**config.mk**
```make
export PLATFORM = sky130hd
export DESIGN_NAME = srt_divider_gen_flat
export DESIGN_NICKNAME = d
export VERILOG_FILES = /design/src/rtl/srt_divider_gen_if.sv /design/src/rtl/srt_divider_gen.sv /design/src/flat_wrapper.sv
export SDC_FILE = /design/constraint.sdc
export NUM_CORES = 1
export LEC_CHECK = 0
export ABC_AREA = 1
export CAP_MARGIN = 5
export CELL_PAD_IN_SITES_DETAIL_PLACEMENT = 1
export CELL_PAD_IN_SITES_GLOBAL_PLACEMENT = 1
export CORE_AREA = 3 3 185 115
export DETAILED_ROUTE_END_ITERATION = 12
export DIE_AREA = 0 0 188 118
export PLACE_DENSITY = 0.85
export SETUP_SLACK_MARGIN = 0.3
export SLEW_MARGIN = 15
export SYNTH_ARGS = -nofsm -noshare
export SYNTH_HDL_FRONTEND = slang
export SYNTH_SLANG_ARGS = --single-unit
```
**constraint.sdc**
```tcl
create_clock -name clk -period 4.84 [get_ports clk]
set_clock_uncertainty 0.2 [all_clocks]
set_input_delay 0.726 -clock clk [delete_from_list [all_inputs] [get_ports clk]]
set_output_delay 0.726 -clock clk [all_outputs]
set_load 0.01 [all_outputs]
```
**src/rtl/srt_divider_gen_if.sv**
```systemverilog
// Request/result bundle for the parametrised SRT divider.
// The master drives operands and the start pulse; the slave returns results and status flags.
interface srt_divider_gen_if #(
    parameter int WIDTH = 8
);
    logic             start;
    logic             signed_op;
    logic [WIDTH-1:0] dividend;
    logic [WIDTH-1:0] divisor;
    logic             busy;
    logic             done;
    logic [WIDTH-1:0] quotient_out;
    logic [WIDTH-1:0] remainder_out;
    logic             div_by_zero;
    logic             overflow;

    modport master (
        output start, signed_op, dividend, divisor,
        input  busy, done, quotient_out, remainder_out, div_by_zero, overflow
    );

    modport slave (
        input  start, signed_op, dividend, divisor,
        output busy, done, quotient_out, remainder_out, div_by_zero, overflow
    );
endinterface

```
**src/rtl/srt_divider_gen.sv**
```systemverilog
// Radix-2 SRT iterative divider, digit set {-1,0,+1}, signed or unsigned per operation.
// Fixed latency: LOAD, NORM, WIDTH x ITER, FIX, SIGN (divide-by-zero exits through ZERO).
module srt_divider_gen #(
    parameter int WIDTH = 8
) (
    input  logic               clk,
    input  logic               rst,
    srt_divider_gen_if.slave   bus
);
    localparam int SW = $clog2(WIDTH);
    localparam int PW = WIDTH + 2;

    typedef enum logic [2:0] {
        S_IDLE, S_LOAD, S_NORM, S_ITER, S_FIX, S_SIGN, S_ZERO, S_DONE
    } state_t;

    function automatic logic [SW-1:0] lzc(input logic [WIDTH-1:0] v);
        logic [SW-1:0] n;
        logic          found;
        n     = '0;
        found = 1'b0;
        for (int i = WIDTH - 1; i >= 0; i--) begin
            if (found || v[i]) begin
                found = 1'b1;
            end else begin
                n = n + SW'(1);
            end
        end
        return n;
    endfunction

    state_t           r_state;
    logic             r_signed, r_n_neg, r_d_neg, r_ovf_pend;
    logic [WIDTH-1:0] r_dvd, r_dvs, r_n_mag, r_d_mag, r_d_norm, r_nsh;
    logic [WIDTH-1:0] r_qpos, r_qneg, r_q;
    logic [SW-1:0]    r_shift, r_cnt;
    logic [PW-1:0]    r_p;
    logic             r_busy, r_done, r_dbz, r_ovf;
    logic [WIDTH-1:0] r_quot, r_rem;

    logic [SW-1:0]      w_lz;
    logic [2*WIDTH-1:0] w_n_ext;
    logic [PW-1:0]      w_d_ext, w_p_sh, w_p_next, w_p_fix;
    logic [2:0]         w_top;
    logic               w_dpos, w_dneg, w_n_neg, w_d_neg;
    logic [WIDTH-1:0]   w_q_raw, w_q_fix, w_rem_mag;

    // Normalisation, digit selection and final correction datapath.
    always_comb begin
        w_n_neg = r_signed & r_dvd[WIDTH-1];
        w_d_neg = r_signed & r_dvs[WIDTH-1];
        w_lz    = lzc(r_d_mag);
        // Dividend is pre-scaled by the same shift so the quotient is unchanged.
        w_n_ext = {{WIDTH{1'b0}}, r_n_mag} << w_lz;
        w_d_ext = {2'b00, r_d_norm};
        w_p_sh  = {r_p[PW-2:0], r_nsh[WIDTH-1]};
        w_top   = w_p_sh[PW-1:PW-3];
        if (!w_top[2] && (w_top != 3'b000)) begin
            w_dpos   = 1'b1;
            w_dneg   = 1'b0;
            w_p_next = w_p_sh - w_d_ext;
        end else if (w_top[2] && (w_top != 3'b111)) begin
            w_dpos   = 1'b0;
            w_dneg   = 1'b1;
            w_p_next = w_p_sh + w_d_ext;
        end else begin
            w_dpos   = 1'b0;
            w_dneg   = 1'b0;
            w_p_next = w_p_sh;
        end
        w_q_raw = r_qpos - r_qneg;
        if (r_p[PW-1]) begin
            w_p_fix = r_p + w_d_ext;
            w_q_fix = w_q_raw - WIDTH'(1);
        end else begin
            w_p_fix = r_p;
            w_q_fix = w_q_raw;
        end
        w_rem_mag = r_p[WIDTH-1:0] >> r_shift;
    end

    // Control FSM and all result/status registers.
    always_ff @(posedge clk) begin
        if (rst) begin
            r_state    <= S_IDLE;
            r_signed   <= 1'b0;
            r_n_neg    <= 1'b0;
            r_d_neg    <= 1'b0;
            r_ovf_pend <= 1'b0;
            r_dvd      <= '0;
            r_dvs      <= '0;
            r_n_mag    <= '0;
            r_d_mag    <= '0;
            r_d_norm   <= '0;
            r_nsh      <= '0;
            r_qpos     <= '0;
            r_qneg     <= '0;
            r_q        <= '0;
            r_shift    <= '0;
            r_cnt      <= '0;
            r_p        <= '0;
            r_busy     <= 1'b0;
            r_done     <= 1'b0;
            r_dbz      <= 1'b0;
            r_ovf      <= 1'b0;
            r_quot     <= '0;
            r_rem      <= '0;
        end else begin
            case (r_state)
                S_IDLE, S_DONE: begin
                    if (bus.start) begin
                        r_signed <= bus.signed_op;
                        r_dvd    <= bus.dividend;
                        r_dvs    <= bus.divisor;
                        r_busy   <= 1'b1;
                        r_done   <= 1'b0;
                        r_dbz    <= 1'b0;
                        r_ovf    <= 1'b0;
                        r_state  <= S_LOAD;
                    end
                end
                S_LOAD: begin
                    r_n_neg    <= w_n_neg;
                    r_d_neg    <= w_d_neg;
                    r_n_mag    <= w_n_neg ? -r_dvd : r_dvd;
                    r_d_mag    <= w_d_neg ? -r_dvs : r_dvs;
                    r_ovf_pend <= r_signed && (r_dvd == {1'b1, {(WIDTH-1){1'b0}}})
                                  && (r_dvs == {WIDTH{1'b1}});
                    r_state    <= (r_dvs == '0) ? S_ZERO : S_NORM;
                end
                S_NORM: begin
                    r_d_norm <= r_d_mag << w_lz;
                    r_shift  <= w_lz;
                    r_p      <= {2'b00, w_n_ext[2*WIDTH-1:WIDTH]};
                    r_nsh    <= w_n_ext[WIDTH-1:0];
                    r_qpos   <= '0;
                    r_qneg   <= '0;
                    r_cnt    <= '0;
                    r_state  <= S_ITER;
                end
                S_ITER: begin
                    r_p    <= w_p_next;
                    r_nsh  <= {r_nsh[WIDTH-2:0], 1'b0};
                    r_qpos <= {r_qpos[WIDTH-2:0], w_dpos};
                    r_qneg <= {r_qneg[WIDTH-2:0], w_dneg};
                    r_cnt  <= r_cnt + SW'(1);
                    if (r_cnt == SW'(WIDTH - 1)) begin
                        r_state <= S_FIX;
                    end
                end
                S_FIX: begin
                    r_p     <= w_p_fix;
                    r_q     <= w_q_fix;
                    r_state <= S_SIGN;
                end
                S_SIGN: begin
                    r_quot  <= (r_n_neg ^ r_d_neg) ? -r_q : r_q;
                    r_rem   <= r_n_neg ? -w_rem_mag : w_rem_mag;
                    r_ovf   <= r_ovf_pend;
                    r_done  <= 1'b1;
                    r_busy  <= 1'b0;
                    r_state <= S_DONE;
                end
                S_ZERO: begin
                    r_quot  <= {WIDTH{1'b1}};
                    r_rem   <= r_dvd;
                    r_dbz   <= 1'b1;
                    r_done  <= 1'b1;
                    r_busy  <= 1'b0;
                    r_state <= S_DONE;
                end
                default: begin
                    r_state <= S_IDLE;
                end
            endcase
        end
    end

    assign bus.busy          = r_busy;
    assign bus.done          = r_done;
    assign bus.quotient_out  = r_quot;
    assign bus.remainder_out = r_rem;
    assign bus.div_by_zero   = r_dbz;
    assign bus.overflow      = r_ovf;
endmodule

```
**src/flat_wrapper.sv**
```systemverilog
// flat-port wrapper written by rule: the top's interface ports become plain ports
module srt_divider_gen_flat 
#(
    parameter int WIDTH = 8
)
  (clk, rst, bus_start, bus_signed_op, bus_dividend, bus_divisor, bus_busy, bus_done, bus_quotient_out, bus_remainder_out, bus_div_by_zero, bus_overflow);
  srt_divider_gen_if #(.WIDTH(WIDTH)) bus_i ();
  input  logic clk;
  input  logic rst;
  input wire logic [$bits(bus_i.start)-1:0] bus_start;
  input wire logic [$bits(bus_i.signed_op)-1:0] bus_signed_op;
  input wire logic [$bits(bus_i.dividend)-1:0] bus_dividend;
  input wire logic [$bits(bus_i.divisor)-1:0] bus_divisor;
  output wire logic [$bits(bus_i.busy)-1:0] bus_busy;
  output wire logic [$bits(bus_i.done)-1:0] bus_done;
  output wire logic [$bits(bus_i.quotient_out)-1:0] bus_quotient_out;
  output wire logic [$bits(bus_i.remainder_out)-1:0] bus_remainder_out;
  output wire logic [$bits(bus_i.div_by_zero)-1:0] bus_div_by_zero;
  output wire logic [$bits(bus_i.overflow)-1:0] bus_overflow;
  assign bus_i.start = bus_start;
  assign bus_i.signed_op = bus_signed_op;
  assign bus_i.dividend = bus_dividend;
  assign bus_i.divisor = bus_divisor;
  assign bus_busy = bus_i.busy;
  assign bus_done = bus_i.done;
  assign bus_quotient_out = bus_i.quotient_out;
  assign bus_remainder_out = bus_i.remainder_out;
  assign bus_div_by_zero = bus_i.div_by_zero;
  assign bus_overflow = bus_i.overflow;
  srt_divider_gen #(.WIDTH(WIDTH)) u_core (.clk(clk), .rst(rst), .bus(bus_i));
endmodule
```
==> results.md, run 1 <==
STA:
- Setup repair after global routing left no endpoint under its margin.
- Setup violations remaining at the end of the flow were counted as 0.
- The worst path uses 89.8% of the clock period.
- The tightest slew margin relative to the limit is 26.8%.
- For the pin with the worst max-slew slack, the measured transition is 1.10 ns.
- The number of slew-limit violations in the final report came to 0.
- Based on the critical path, the design can be clocked at up to 230 MHz.
- The minimum clock period is 4.35 ns.
- The setup TNS is 0 ns.
- The hold violation count in the final report is 0.

GRT:
- The global route total overflow is 0.
- The maximum number of pins on one net before global-route repair is 64.
- The via count of the first global-routing pass is 8165.
- The initial antenna violation count is 0.
- The first-pass GRT wire length is 44.1 mm.
- For this run, the total global-route usage over all layers was measured as 24.5%.

Synthesis:
- After synthesis, the share of flip-flops with an asynchronous set or reset is 0%.
- The number of flops mapped to enable cells by yosys is 0.
- The cell count after synthesis is 1181.
- After synthesis, the mean cell area works out to 6.62 sq um.
- The number of nets produced by synthesis is 1250.
- Yosys printed 0 warnings.
- Yosys mapped the design onto 51 distinct sky130hd cell types.
- The synthesized netlist occupies a cell area of 0.00782 sq mm.
- The leading register cell type out of synthesis is dfxtp_1.
- Sequential cells were found to cover 29.4% of the synthesized design area.
- The post-synthesis sequential element count is 115.

Die:
- The number of cell rows is 40.
- The horizontal die dimension is 188 um.
- The die is 118 um tall.
- The total area inside the core boundary comes to 0.0198 sq mm.
- The I/O pin total is 40.
- The area of the die is 0.0222 sq mm.
- For this configuration, the core starts out at a cell density of 39.6%.

Clocking:
- The clock latency on the worst-skew pair is 0.43 ns.
- For this design, the sink count on the clock tree is 115.
- Clock-pin slew was measured on the worst setup and hold paths at 0.06 ns.
- No sink is reached through more buffers than the 2 on the longest clock path.
- The total CTS buffers is 17.
- TritonCTS built the clock tree.
- Clock tree synthesis selected as its root buffer the cell clkbuf_16.
- CTS built an H-tree with a depth of 4.
- The hold-fix buffer count after cts is 0.

Min path:
- The min-delay analysis places its worst path in the category reg -> reg.

Cells and area:
- Of the cells placed in the final design, the portion with a size suffix greater than 1 is 7.62%.
- The largest register by flop count is u_core.r_p.
- Fill cells in the final layout number 2605.
- The leading cell type in the layout, fill and taps excluded is nand2_1.
- The number of antenna diodes is 0.
- The number of flip-flops under the largest register name is 10.
- Leaving out fill and tap cells, the most frequent cells in the layout are nand2_1 (285), inv_1 (150), a21oi_1 (131).
- The net count reported at finish is 1277.
- The area added between synthesis and finish is 16.5%.

Worst setup path:
- In this design, the critical path's most frequently occurring cell is nand2_1.
- For this run, the slowest stage of the critical path takes 0.37 ns.
- The element type at the critical path end is a flop.
- The slowest stage of the critical path is the dfxtp_4 cell.
- By startpoint and endpoint, the worst setup path is classified as reg -> reg.
- STA puts the critical path data arrival time at 4.51 ns.
- The required time at the endpoint of the critical path is 5.00 ns.
- The worst setup path is launched from a flop.
- Of all nets on the critical path, the largest fanout is 7.

Routing:
- The number of search-and-repair iterations in the first detailed-routing pass is 5.
- The sum of met3 wire segment lengths after detailed routing is 1.89 mm.
- The number of nets with antenna violations after routing is 0.
- Summing over every cut layer, the via total after detailed routing is 8252.
- After detailed routing, the wire length on met1 is 13.9 mm.
- The mean number of vias per cell is 5.52.
- In the final routed layout, each cell accounts on average for 18.2 um.
- The uppermost layer routed is met4.
- The routed wire length is 27.1 mm.
- The detailed route wirelength on metal2 is 11.1 mm.
- In the routed design, unresolved DRC markers number 0.
- After the first detailed-routing iteration, the DRC count stood at 580.

Run status:
- The flow ran to the end, and the final reports show no timing, DRC or antenna violations.

Placed design:
- The congestion estimate from routability-driven global placement came to 0.914.
- Input and output buffers added on the ports amount to 39.
- The sum of net half-perimeters after detailed placement is 19.6 mm.

Run:
- The max-cap violation count is 0.
worst paths after layout:
check / end / cells after the start / slack [ns] / from
setup / recovery: u_core.r_d_norm[6] / 30 / 0.49 / u_core.r_d_mag[6]
setup reg to reg: u_core.r_d_norm[6] / 30 / 0.49 / u_core.r_d_mag[6]
hold / removal: u_core.bus.remainder_out[7] / 2 / 0.26 / u_core.bus.remainder_out[7]
hold reg to reg: u_core.bus.remainder_out[7] / 2 / 0.26 / u_core.bus.remainder_out[7]
worst max-delay path, delay by kind of cell, from the launching register on:
kind / cells / cell delay, ns
simple gates: 19 / 1.68
xor+xnor: 1 / 0.12
fa+ha+maj: 6 / 1.52
buf+inv: 4 / 0.37
flops: 1 / 0.37
final cells by class:
cell class	count	area [sq um]	area share (%)
clock buffers	21	470	5.17
clock inverters	11	126	1.39
inverters	160	606	6.65
multi-input cells	867	4800	52.7
flip-flops and latches	115	2310	25.4
well taps	273	342	3.75
repair buffers	47	449	4.93
synthesized netlist by cell type (all sizes together), types with 3 or more instances:
cell type / instances / area (sq um)
clkinv: 4 / 15.0
fa: 4 / 80.1
a31oi: 9 / 56.3
clkbuf: 31 / 116
a221oi: 4 / 35.0
or2: 8 / 52.6
dfxtp: 115 / 2300
a21oi: 131 / 656
nand2: 297 / 1160
o21ai: 104 / 532
nand4: 11 / 83.8
ha: 45 / 563
nand3: 75 / 398
o211ai: 6 / 45.0
nor3: 21 / 105
nand3b: 3 / 22.5
buf: 8 / 65.1
o311ai: 3 / 26.3
xor2: 26 / 228
inv: 156 / 586
a211oi: 5 / 37.5
nor2: 81 / 372
xnor2: 5 / 43.8
o221ai: 11 / 96.3
kinds of logic (layout without fill, tap and decap cells):
kind of cell,after synthesis,after routing,share of synthesized area (%)
flops,115,115,29.4
fa+ha+maj,49,49,8.23
xor+xnor,31,31,3.47
buf+inv,199,239,10.0
simple gates,498,498,28.2
compound gates,289,289,20.6
metrics by stage:
stage | instance area [sq um] | setup WS, ns | instances | hold slack, ns | util [%]
detailed placement | 8410 | 0.185 | 1459 | 0.255 | 42.5
floorplan | 7820 | 0.736 | 1181 | 0.242 | -
CTS | 9020 | 0.290 | 1492 | 0.269 | 45.6
finish | 9100 | 0.494 | 1494 | 0.261 | 46.1
global placement | 8410 | 0.455 | 1459 | 0.242 | 42.5
global route | 9100 | 0.241 | 1494 | 0.283 | 46.1
metal layers:
layer / up-vias / GRT usage [%]
li1: 3970 / -
met1: 4025 / 38.1
met2: 228 / 34.5
met3: 29 / 5.39
met4: 0 / 4.54
met5: - / 0
what timing repair did:
item | 4_1_cts | 5_1_grt
setup endpoints to repair | 18 | 24
resized for setup | 4 | 18
pin swaps | 1 | 7
hold endpoints to repair | 0 | 0
setup buffers | 1 | 2
Power of run 1 is not shown: default switching activity piles up to over one toggle a cycle in this logic, so the estimate is an artifact.
==> run 2: changes to the inputs <==
- CTS_CLUSTER_SIZE: unset -> 16
- PLACE_DENSITY: 0.85 -> 0.78
==> results.md, run 2 (synthesized netlist as in run 1, its figures left out) <==
Run status:
- Outcome: completed (unchanged).

Run:
- The max-cap violation count is 0 (unchanged).

STA:
- The setup TNS is 0 ns (unchanged).
- The final period utilization came to 88.7% (was 89.8%).
- The minimum clock period came to 4.29 ns (was 4.35 ns).
- Unrepaired setup endpoints after global routing: no (unchanged).
- The tightest slew margin relative to the limit is 42.2% (was 26.8%).
- The hold violation count in the final report was 0 (unchanged).
- The total of endpoints with negative setup slack in the final report is 0 (unchanged).
- The number of slew-limit violations in the final report is 0 (unchanged).
- The actual transition at the worst max-transition pin came to 0.865 ns (was 1.10 ns).
- The fmax was 233 MHz (was 230 MHz).

Min path:
- The cell count of the worst hold path is 2 (unchanged).
- The classification of the worst-slack hold path is reg -> reg (unchanged).
- The launch point of the worst hold path is u_core.bus.remainder_out[6] (was u_core.bus.remainder_out[7]).
- The destination of the worst hold path is u_core.bus.remainder_out[6] (was u_core.bus.remainder_out[7]).

Die:
- The area of the die is 0.0222 sq mm (unchanged).
- The horizontal die dimension was 188 um (unchanged).
- The starting utilization of the core area is 39.6% (unchanged).
- The die height is 118 um (unchanged).
- The standard cell core area is 0.0198 sq mm (unchanged).
- The number of cell rows is 40 (unchanged).
- The I/O pin total is 40 (unchanged).

GRT:
- The global route total overflow is 0 (unchanged).
- The via count of the first global-routing pass is 7888 (was 8165).
- The maximum number of pins on one net before global-route repair is 46 (was 64).
- The global-route usage over all layers is 23.7% (was 24.5%).
- The first-pass GRT wire length is 42.6 mm (was 44.1 mm).
- The initial antenna violation count came to 0 (unchanged).

Worst setup path:
- The count of cells along the worst register-to-register path came to 30 (unchanged).
- The dominant cell type by count on the critical path was nand2_2 (was nand2_1).
- The worst-case register-to-register setup slack was 0.55 ns (was 0.49 ns).
- The worst flop-to-flop path startpoint is u_core.r_d_mag[6] (unchanged).
- The end of the worst register-to-register path is u_core.r_nsh[7] (was u_core.r_d_norm[6]).
- The element type at the critical path end is a flop (unchanged).
- The critical path launch point type was a flop (unchanged).
- The largest stage delay on the critical path is 0.36 ns (was 0.37 ns).
- The top cell family by delay on the critical path is simple AND/OR/NAND/NOR gates (unchanged).
- The slowest library cell on the worst path is dfxtp_4 (unchanged).
- The critical-path maximum fanout is 6 (was 7).
- The worst path arrival time is 4.47 ns (was 4.51 ns).
- The required time at the endpoint of the critical path is 5.02 ns (was 5.00 ns).
- The type of the worst setup path was reg -> reg (unchanged).
- The combined buffer and inverter count along the critical path is 4 (unchanged).

Placed design:
- The number of buffers inserted by port buffering was 39 (unchanged).
- The last weighted congestion value of the routability-driven placer is 0.908 (was 0.914).
- The post-place instance area is 0.00841 sq mm (about the same).
- The sum of net half-perimeters after detailed placement came to 19.5 mm (was 19.6 mm).

Cells and area:
- The leading cell type in the layout, fill and taps excluded is nand2_1 (unchanged).
- The area added between synthesis and finish came to 16.0% (was 16.5%).
- Most used cells in the layout excluding fill and tap cells: nand2_1 (282), inv_1 (150), a21oi_1 (131) (was nand2_1 (285), inv_1 (150), a21oi_1 (131)).
- The storage element area is 0.00231 sq mm (unchanged).
- The filler cell count was 2565 (was 2605).
- The post-route standard cell area excluding fillers is 0.00907 sq mm (was 0.00910 sq mm).
- The largest register by flop count was u_core.r_p (unchanged).
- The fraction of final layout cells with drive strength greater than 1 came to 7.38% (was 7.62%).
- The number of antenna diodes is 0 (unchanged).
- The area occupied by multi-input gates was 0.00479 sq mm (was 0.00480 sq mm).
- The net count reported at finish came to 1278 (was 1277).
- The number of flip-flops under the largest register name was 10 (unchanged).

Clocking:
- The TritonCTS clock tree is yes (unchanged).
- The total CTS buffers came to 17 (unchanged).
- The root buffer cell is clkbuf_16 (unchanged).
- The H-tree depth is 4 (unchanged).
- The total clock sinks is 115 (unchanged).
- The maximum count of clock buffers along a single path was 2 (unchanged).
- The clock latency on the worst-skew pair was 0.43 ns (about the same).
- The clock input transition at the sequential cells of the worst setup and hold paths is 0.06 ns (about the same).
- The hold-fix buffer count after cts is 0 (unchanged).

Routing:
- The mean number of vias per cell was 5.34 (was 5.52).
- The number of search-and-repair iterations in the first detailed-routing pass is 5 (unchanged).
- The per-cell routed wire length is 17.4 um (was 18.2 um).
- The number of nets with antenna violations after routing is 0 (unchanged).
- The number of DRC markers in iteration 0 is 520 (was 580).
- The remaining design rule violation count is 0 (unchanged).
- The total via count in the routed design is 7976 (was 8252).
- The routed wire length is 26.0 mm (was 27.1 mm).
run 2: cell types whose count changed in the layout (fill, tap and decap cells not counted), moves of 2 or more:
| cell | previous run | this run |
|---|---|---|
| nor2_2 | 12 | 9 |
| nand2_1 | 285 | 282 |
| nand2_2 | 5 | 9 |
| buf_4 | 7 | 9 |
| clkinvlp_4 | 4 | 2 |
| inv_6 | 2 | 0 |
| nor2_1 | 64 | 67 |
run 2: final cells by class:
class / count / area share [%]
well taps: 273 / 3.77
clock inverters: 9 / 1.19
clock buffers: 21 / 5.08
flip-flops and latches: 115 / 25.5
repair buffers: 48 / 5.00
multi-input cells: 867 / 52.8
inverters: 160 / 6.65
run 2: layer usage:
metal	vias to the layer above	track usage, %	routed length, um
met3	21	4.94	1340
li1	3976	-	-
met5	-	0	0
met2	163	32.2	10100
met1	3816	37.8	14400
met4	0	4.07	216
run 2: metrics by stage:
stage                     setup WS [ns]  hold WS, ns  utilization [%]  cells
after global routing              0.272        0.296             45.9   1493
after CTS                         0.313        0.269             45.4   1490
final                             0.546        0.267             45.9   1493
after detailed placement          0.242        0.255             42.6   1460
after floorplan                   0.736        0.242                -   1181
after global placement            0.460        0.248             42.6   1460
run 2: timing repair:
action	4_1_cts	5_1_grt
gates resized for setup	2	16
setup buffers	0	3
pin swaps	0	5
endpoints found under the setup margin	11	24
run 2: worst max path at each step:
stage	startpoint	endpoint	slack (ns)	depth (start not counted)
final	u_core.r_d_mag[6]	u_core.r_nsh[7]	0.55	30
after global routing	u_core.r_d_mag[6]	u_core.r_nsh[7]	0.27	30
after CTS	u_core.r_d_mag[6]	u_core.r_d_norm[7]	0.31	29
after detailed placement	u_core.r_d_mag[6]	u_core.r_d_norm[7]	0.24	29
after global placement	u_core.r_d_mag[6]	u_core.r_d_norm[6]	0.46	30
after floorplan	u_core.r_d_mag[6]	u_core.r_d_norm[6]	0.74	30
run 2: worst min-delay path, cell delays in order, from the launching register on:
cell	delay, ns
dfxtp_1	0.31
nand2_1	0.06
nand2_1	0.05
Power of run 2 is left out for the same reason.
==> run 3: changes to the inputs <==
- PLACE_DENSITY: 0.78 -> 0.81
- clock period: 4.84 -> 3.68 ns (I/O delays scaled with it)
==> results.md, run 3 (synthesized netlist as in run 1, its figures left out) <==
Routing:
- The total via count in the routed design is 8522 (was 7976).
- The mean number of vias per cell is 5.54 (was 5.34).
- The routed wire length is 29.6 mm (was 26.0 mm).
- The number of DRC markers in iteration 0 is 590 (was 520).
- The per-cell routed wire length was 19.3 um (was 17.4 um).
- The number of search-and-repair iterations in the first detailed-routing pass is 5 (unchanged).
- The remaining design rule violation count is 0 (unchanged).
- The number of nets with antenna violations after routing was 0 (unchanged).

Clocking:
- The H-tree depth is 4 (unchanged).
- The maximum count of clock buffers along a single path came to 2 (unchanged).
- The total clock sinks is 115 (unchanged).
- The total CTS buffers is 17 (unchanged).
- The hold-fix buffer count after cts is 0 (unchanged).
- The clock input transition at the sequential cells of the worst setup and hold paths is 0.06 ns (about the same).
- The root buffer cell is clkbuf_16 (unchanged).
- The clock latency on the worst-skew pair is 0.44 ns (was 0.43 ns).
- The TritonCTS clock tree is yes (unchanged).

Run status:
- Outcome: finished with violations (was completed).
- The final reports fail on setup timing.

GRT:
- The global route total overflow is 0 (unchanged).
- The maximum number of pins on one net before global-route repair came to 46 (unchanged).
- The via count of the first global-routing pass is 8375 (was 7888).
- The first-pass GRT wire length is 45.9 mm (was 42.6 mm).
- The initial antenna violation count is 0 (unchanged).
- The global-route usage over all layers is 26.0% (was 23.7%).

Min path:
- The classification of the worst-slack hold path was reg -> reg (unchanged).

STA:
- The fmax is 225 MHz (was 233 MHz).
- The total of endpoints with negative setup slack in the final report is 25 (was 0).
- The worst hold slack after final layout is 0.262 ns (was 0.267 ns).
- The minimum clock period is 4.44 ns (was 4.29 ns).
- The actual transition at the worst max-transition pin is 0.852 ns (was 0.865 ns).
- Unrepaired setup endpoints after global routing: yes (was no).
- The hold violation count in the final report is 0 (unchanged).
- The number of slew-limit violations in the final report is 0 (unchanged).
- The final period utilization is 121% (was 88.7%).
- The tightest slew margin relative to the limit was 42.5% (was 42.2%).
- The minimum setup slack in the final design is -0.756 ns (was 0.546 ns).

Placed design:
- The number of buffers inserted by port buffering came to 39 (unchanged).
- The sum of net half-perimeters after detailed placement is 20.4 mm (was 19.5 mm).
- The post-place instance area is 0.00868 sq mm (was 0.00841 sq mm).
- The post-placement setup slack was -0.638 ns (was 0.242 ns).
- The last weighted congestion value of the routability-driven placer was 0.883 (was 0.908).

Worst setup path:
- The worst path arrival time came to 4.57 ns (was 4.47 ns).
- The worst-case register-to-register setup slack is -0.76 ns (was 0.55 ns).
- The type of the worst setup path was reg -> reg (unchanged).
- The top cell family by delay on the critical path is simple AND/OR/NAND/NOR gates (unchanged).
- The slowest library cell on the worst path was dfxtp_4 (unchanged).
- The dominant cell type by count on the critical path was buf_6 (was nand2_2).
- The largest stage delay on the critical path was 0.39 ns (was 0.36 ns).
- The critical path launch point type is a flop (unchanged).
- The required time at the endpoint of the critical path was 3.81 ns (was 5.02 ns).
- The critical-path maximum fanout is 7 (was 6).
- The combined buffer and inverter count along the critical path is 11 (was 4).
- The element type at the critical path end is a flop (unchanged).

Cells and area:
- The largest register by flop count is u_core.r_p (unchanged).
- The post-route standard cell area excluding fillers is 0.00976 sq mm (was 0.00907 sq mm).
- The number of antenna diodes is 0 (unchanged).
- The fraction of final layout cells with drive strength greater than 1 is 13.6% (was 7.38%).
- The number of flip-flops under the largest register name is 10 (unchanged).
- The leading cell type in the layout, fill and taps excluded is nand2_1 (unchanged).
- Most used cells in the layout excluding fill and tap cells: nand2_1 (278), inv_1 (150), a21oi_1 (124) (was nand2_1 (282), inv_1 (150), a21oi_1 (131)).
- The area added between synthesis and finish is 24.8% (was 16.0%).
- The net count reported at finish came to 1323 (was 1278).

Run:
- The max-cap violation count came to 0 (unchanged).

Die:
- The area of the die is 0.0222 sq mm (unchanged).
- The horizontal die dimension is 188 um (unchanged).
- The standard cell core area is 0.0198 sq mm (unchanged).
- The I/O pin total is 40 (unchanged).
- The die height is 118 um (unchanged).
- The starting utilization of the core area was 39.6% (unchanged).
- The number of cell rows came to 40 (unchanged).
-- run 3: cell count changes in the layout (fill, tap and decap cells not counted), moves of 4 or more --
cell     previous run  this run
nand2_1           282       278
nand3_1            72        60
buf_6               0         9
nand3_2             2        13
a21oi_2             0         7
a21oi_1           131       124
buf_4               9        43
-- run 3: layout make-up --
| cell class | count | area (sq um) |
|---|---|---|
| Clock buffer | 24 | 493 |
| Clock inverter | 7 | 121 |
| Sequential cell | 115 | 2310 |
| Timing Repair Buffer | 92 | 830 |
| Multi-Input combinational cell | 868 | 5050 |
| Tap cell | 273 | 342 |
| Fill cell | 2541 | 10000 |
| Inverter | 160 | 617 |
-- run 3: worst paths after layout --
| kind | startpoint | end | cells past startpoint |
|---|---|---|---|
| hold / removal | u_core.bus.remainder_out[3] | u_core.bus.remainder_out[3] | 2 |
| setup reg to reg | u_core.r_d_mag[6] | u_core.r_d_norm[6] | 33 |
| hold reg to reg | u_core.bus.remainder_out[3] | u_core.bus.remainder_out[3] | 2 |
| setup / recovery | u_core.r_d_mag[6] | u_core.r_d_norm[6] | 33 |
-- run 3: routing by layer --
metal,wire (um),vias to the layer above,track usage (%)
met3,2040,47,5.80
li1,-,4064,-
met5,0,-,0
met2,12300,245,37.4
met4,464,0,5.90
met1,14800,4166,39.1
-- run 3: repair_timing --
action	4_1_cts	5_1_grt
resized for setup	34	35
setup buffers	12	5
cloned	1	0
endpoints found under the setup margin	25	25
pin swaps	18	27
-- run 3: worst reg2reg max path, delay by kind of cell (launching register included) --
family | cells | cell delay (ns)
xor+xnor | 1 | 0.11
fa+ha+maj | 4 | 0.91
buf+inv | 11 | 1.07
flops | 1 | 0.39
simple gates | 17 | 1.64
-- run 3: metrics by stage --
stage	util [%]	cells	setup TNS, ns
after floorplan	-	1181	-4.99
after global placement	43.9	1490	-8.95
after detailed placement	43.9	1490	-14.60
after CTS	48.3	1534	-11.92
after global routing	49.4	1539	-21.15
final	49.4	1539	-15.64
Power of run 3 is left out for the same reason.
